<file path="src/rtl/otter_trap_ctrl.sv">
// otter_trap_ctrl: trap/interrupt/mret sequencer driving the CSR file and fetch redirect; WFI sleep enabled by OTTER_TRAP_CTRL_WFI_EN
module otter_trap_ctrl #(
  parameter logic [31:0] RESET_PC = 32'h0000_0000
) (
  input  logic        clk,
  input  logic        rst_n,
  input  logic        instr_vld,
  input  logic [31:0] pc,
  input  logic        is_ecall,
  input  logic        is_ebreak,
  input  logic        is_mret,
  input  logic        is_wfi,
  input  logic        is_csr,
  input  logic        csr_wr,
  input  logic        exc_vld,
  input  logic [2:0]  exc_cause,
  input  logic [31:0] exc_tval,
  input  logic        intrpt_vld,
  input  logic        wake,
  input  logic [31:0] mtvec,
  input  logic [31:0] mepc,
  output logic [2:0]  csr_op_sel,
  output logic [2:0]  csr_trap_cause_sel,
  output logic        csr_w_en,
  output logic [31:0] csr_pc_addr,
  output logic [31:0] csr_mtval,
  output logic        stall,
  output logic        redirect,
  output logic [31:0] redirect_pc
);
  localparam logic [2:0] CSR_OP_WRITE  = 3'd0;
  localparam logic [2:0] CSR_OP_RESET  = 3'd1;
  localparam logic [2:0] CSR_OP_TRAP   = 3'd2;
  localparam logic [2:0] CSR_OP_INTRPT = 3'd3;
  localparam logic [2:0] CSR_OP_ECALL  = 3'd4;
  localparam logic [2:0] CSR_OP_EBREAK = 3'd5;
  localparam logic [2:0] CSR_OP_MRET   = 3'd6;
  localparam logic [2:0] CSR_OP_WFI    = 3'd7;
  typedef enum logic [1:0] {INIT, RUN, REDIR, SLEEP} state_t;
  typedef enum logic [1:0] {T_MTVEC, T_MEPC, T_WFI} tgt_t;
  state_t      state;
  tgt_t        tgt;
  logic [31:0] wfi_pc;
  logic [2:0]  unused_in;
  assign unused_in = {wake, mtvec[1:0]};
  // the redirect target is picked up in REDIR so it reflects the CSR state after the trap/mret update
  always_ff @(posedge clk or negedge rst_n) begin
    if (!rst_n) begin
      state              <= INIT;
      tgt                <= T_MTVEC;
      wfi_pc             <= '0;
      csr_op_sel         <= CSR_OP_RESET;
      csr_trap_cause_sel <= '0;
      csr_w_en           <= 1'b0;
      csr_pc_addr        <= '0;
      csr_mtval          <= '0;
      stall              <= 1'b1;
      redirect           <= 1'b0;
      redirect_pc        <= '0;
    end else begin
      csr_op_sel         <= CSR_OP_WRITE;
      csr_trap_cause_sel <= '0;
      csr_w_en           <= 1'b0;
      csr_pc_addr        <= '0;
      csr_mtval          <= '0;
      stall              <= 1'b0;
      redirect           <= 1'b0;
      redirect_pc        <= '0;
      case (state)
        INIT: begin
          csr_op_sel  <= CSR_OP_RESET;
          stall       <= 1'b1;
          redirect    <= 1'b1;
          redirect_pc <= RESET_PC;
          state       <= RUN;
        end
        RUN: if (instr_vld) begin
          if (intrpt_vld) begin
            csr_op_sel  <= CSR_OP_INTRPT;
            csr_pc_addr <= pc;
            stall       <= 1'b1;
            tgt         <= T_MTVEC;
            state       <= REDIR;
          end else if (exc_vld) begin
            csr_op_sel         <= CSR_OP_TRAP;
            csr_trap_cause_sel <= exc_cause;
            csr_pc_addr        <= pc;
            csr_mtval          <= exc_tval;
            stall              <= 1'b1;
            tgt                <= T_MTVEC;
            state              <= REDIR;
          end else if (is_ecall) begin
            csr_op_sel  <= CSR_OP_ECALL;
            csr_pc_addr <= pc;
            stall       <= 1'b1;
            tgt         <= T_MTVEC;
            state       <= REDIR;
          end else if (is_ebreak) begin
            csr_op_sel  <= CSR_OP_EBREAK;
            csr_pc_addr <= pc;
            csr_mtval   <= pc;
            stall       <= 1'b1;
            tgt         <= T_MTVEC;
            state       <= REDIR;
          end else if (is_mret) begin
            csr_op_sel <= CSR_OP_MRET;
            stall      <= 1'b1;
            tgt        <= T_MEPC;
            state      <= REDIR;
          end else if (is_wfi) begin
`ifdef OTTER_TRAP_CTRL_WFI_EN
            csr_op_sel <= CSR_OP_WFI;
            stall      <= 1'b1;
            wfi_pc     <= pc + 32'd4;
            state      <= SLEEP;
`endif
          end else if (is_csr) begin
            csr_w_en <= csr_wr;
          end
        end
        REDIR: begin
          stall       <= 1'b1;
          redirect    <= 1'b1;
          redirect_pc <= tgt == T_MEPC ? mepc : tgt == T_WFI ? wfi_pc : {mtvec[31:2], 2'b00};
          state       <= RUN;
        end
        SLEEP: begin
`ifdef OTTER_TRAP_CTRL_WFI_EN
          stall <= 1'b1;
          if (wake) begin
            state <= REDIR;
            tgt   <= intrpt_vld ? T_MTVEC : T_WFI;
            if (intrpt_vld) begin
              csr_op_sel  <= CSR_OP_INTRPT;
              csr_pc_addr <= wfi_pc;
            end
          end
`else
          state <= RUN;
`endif
        end
      endcase
    end
  end
endmodule

</file>
<file path="config.mk">
export PLATFORM = sky130hd
export DESIGN_NAME = otter_trap_ctrl
export DESIGN_NICKNAME = d
export VERILOG_FILES = /design/src/rtl/otter_trap_ctrl.sv
export SDC_FILE = /design/constraint.sdc
export NUM_CORES = 1
export LEC_CHECK = 0
export ABC_AREA = 1
export ABC_CLOCK_PERIOD_IN_PS = 1700
export BUFFER_PORTS_ARGS = -buffer_cell sky130_fd_sc_hd__buf_2
export CAP_MARGIN = 20
export CORE_MARGIN = 4
export CORE_UTILIZATION = 35
export DETAILED_ROUTE_END_ITERATION = 8
export PLACE_DENSITY = 0.76
export SYNTH_ARGS = -nofsm -noshare
export SYNTH_HDL_FRONTEND = slang
export SYNTH_SLANG_ARGS = --single-unit
</file>
<file path="constraint.sdc">
create_clock -name clk -period 1.7 [get_ports clk]
set_input_delay 0.085 -clock clk [delete_from_list [all_inputs] [get_ports clk]]
set_output_delay 0.085 -clock clk [all_outputs]
set_load 0.1 [all_outputs]
</file>
==> results.md <==
- R2R Path End: csr_pc_addr[23]$_DFF_PN0_
- Initial core utilization: 0.362
- CTS tree: done
- Async SR Flop Fraction: 1.00
- Setup crit start kind: flop
- Most common cell after layout, fill and taps aside: buf_2
- Worst EP required: 1620 ps
- #FFs+latches synth: 108
- CTS H-tree depth: 3
- CP endpoint kind: primary output
- HP Class: primary input to flop
- Die footprint: 0.0138 mm^2
- CTS clk-pin slew, worst paths: 70 ps
- Area added between synthesis and finish: 71.3%
- VDD IR max: 0.000714 V
- Routed WL per cell: 16.2 um
- Number of distinct library cells after synthesis: 19
- M1 wire length: 5610 um
- Postcts setup bufs: 0
- Metal2 WL: 7680 um
- Total GRT Usage: 0.226
- Site row count: 39
- Post-Syn Nets: 579
- Worst R2R Start: state[1]$_DFFE_PN0P_
- Total CTS buffers: 9
- Worst Hold Launch: exc_tval[21]
- Syn avg cell area: 9.59 um^2
- Global placement routability congestion: 0.768
- Worst-path fanout max: 1
- Vias in the first global route: 4841
- First-pass GRT wire length: 25000 um
- WP buf/inv: 1
- Cell Area, Synth: 0.00418 mm^2
- Finish-stage setup viols: 0
- Outcome: finished, final reports clean
- Core box area: 0.0116 mm^2
- Drt drc: 0
- Final Util: 0.619
- CP top delay family: flip-flops
- Resize count post-CTS: 0
- Sequential area share after synthesis: 0.647
- Vias: 4669
- Reg2Reg Setup Slack: 400 ps
- CTS Buffer Depth: 2
- Worst slew margin: 0.645
- Commonest non-fill, non-tap cells in the layout: buf_2 (243), nand2_1 (138), dlygate4sd3_1 (129), dfrtp_1 (106), a21oi_1 (44)
- Detailed Place HPWL: 9370 um
- Layout net count: 946
- Placement Cell Area: 0.00552 mm^2
- LEAKAGE: 4.01 nW
- Share of layout cells above drive strength 1: 0.349
- Post-synth EDFFs: 0
- Min cycle time layout: 1380 ps
- Final clock period utilization by the worst path: 0.814
- Final Max Slew Viols: 0
- Pwr dens: 971 mW/mm^2
- Die Y: 117 um
- Max Used Layer: met4
- Synthesized instance count: 436
- Crit path to: stall
- Post-route cell area: 0.00716 mm^2
- IO Port Bufs: 244
- Critical Path, Cell by Cell: buf_2
- GRT overflow: 0
- 1st-iter DRT viols: 292
- Crit-path slowest cell: dfstp_2
- Measured slew at the worst slew-check pin: 536 ps
- Largest net degree at the start of global routing: 61
- Worst setup path startpoint: stall$_DFF_PN1_
- Synth Warn #: 32
- Die span in x: 117 um
- Antenna Nets Post-Route: 0
- Hold_buf cts: 129
- Top_reg_cell synth: dfrtp_1
- Initial antenna violation count: 1
- # IOs: 248
- FF-to-FF path depth: 6
- Slowest stage delay, CP: 510 ps
- Clock latency on the worst-skew pair: 340 ps
- Fmax: 723 MHz
- Clk sinks: 108
- Worst Setup Path Type: flop to primary output
- Max cap viols: 0
- Clock skew: 6.47 ps
- TNS Setup: 0 ps
- Final wirelength: 15500 um
- Stages on the worst setup path: 1
- Vias per Instance: 4.90
- Final Hold Vio Count: 0
- DRT Pass-1 Iters: 6
- Metal3 WL: 1450 um
- Root Driver: clkbuf_16
- Worst EP arrival: 1300 ps
- Unrepaired setup endpoints after global routing: no
where the power goes:
group | internal (W) | switching [W] | total, W
clock network | 0.00149 | 0.000929 | 0.00242
registers | 0.00269 | 0.0000361 | 0.00273
logic | 0.000485 | 0.00133 | 0.00182
total | 0.00466 | 0.00230 | 0.00696
synthesized netlist by cell type, types with 3 or more instances:
library cell	n	area (um^2)
clkbuf_1	6	22.5
nor2_1	39	146
nand4_1	13	81.3
inv_2	3	11.3
buf_4	6	45.0
buf_6	4	45.0
inv_1	12	45.0
a21oi_1	44	220
dfrtp_1	106	2650
buf_2	13	65.1
nand2_1	138	518
nand3_1	41	205
logic make-up (layout without fill, tap and decap cells):
group                  after synthesis  after routing  share of synthesized area
buffers and inverters               45            417                     0.0568
other                                0              1                          0
AND/OR/NAND/NOR                    239            239                      0.244
flip-flops                         108            108                      0.647
AO/OA/AOI/OAI                       44             44                     0.0527
how the worst min path moves through the flow:
stage,end,slack [ps],depth (start not counted)
after detailed placement,redirect_pc[16]$_DFF_PN0_,-20,1
final,csr_mtval[21]$_DFF_PN0_,20,3
after floorplan,csr_mtval[0]$_DFF_PN0_,-210,0
after global placement,redirect_pc[16]$_DFF_PN0_,-20,1
after CTS,csr_mtval[21]$_DFF_PN0_,4,3
after global routing,csr_mtval[21]$_DFF_PN0_,20,3
through the flow:
step / setup slack (ps) / std cells / power [W] / hold WS (ps)
after floorplan: 606 / 436 / 0.00390 / -211
after global placement: 439 / 806 / 0.00432 / -23.1
after detailed placement: 413 / 806 / 0.00434 / -23.9
after CTS: 293 / 951 / 0.00701 / 3.59
after global routing: 277 / 952 / 0.00726 / 16.4
final: 317 / 952 / 0.00696 / 17.0
state kept, by name (all words and copies together), names as in the netlist:
register / cells
csr_pc_addr: 32
stall: 1
csr_w_en: 1
csr_mtval: 32
redirect: 1
tgt: 1
csr_trap_cause_sel: 3
csr_op_sel: 3
redirect_pc: 32
state: 2
layer usage:
layer / global-route usage / vias up
li1: - / 2129
met1: 0.254 / 2205
met2: 0.379 / 278
met3: 0.0727 / 57
met4: 0.130 / 0
met5: 0 / -
layout make-up:
| cell class | count | area (um^2) |
|---|---|---|
| fill | 913 | 4400 |
| clock inverter | 5 | 106 |
| inverter | 16 | 60.1 |
| tap | 143 | 179 |
| multi-input combinational | 283 | 1240 |
| antenna | 1 | 2.50 |
| timing repair buffer | 385 | 2630 |
| clock buffer | 11 | 243 |
| sequential | 108 | 2710 |
Power figures use the tool's default switching activity.
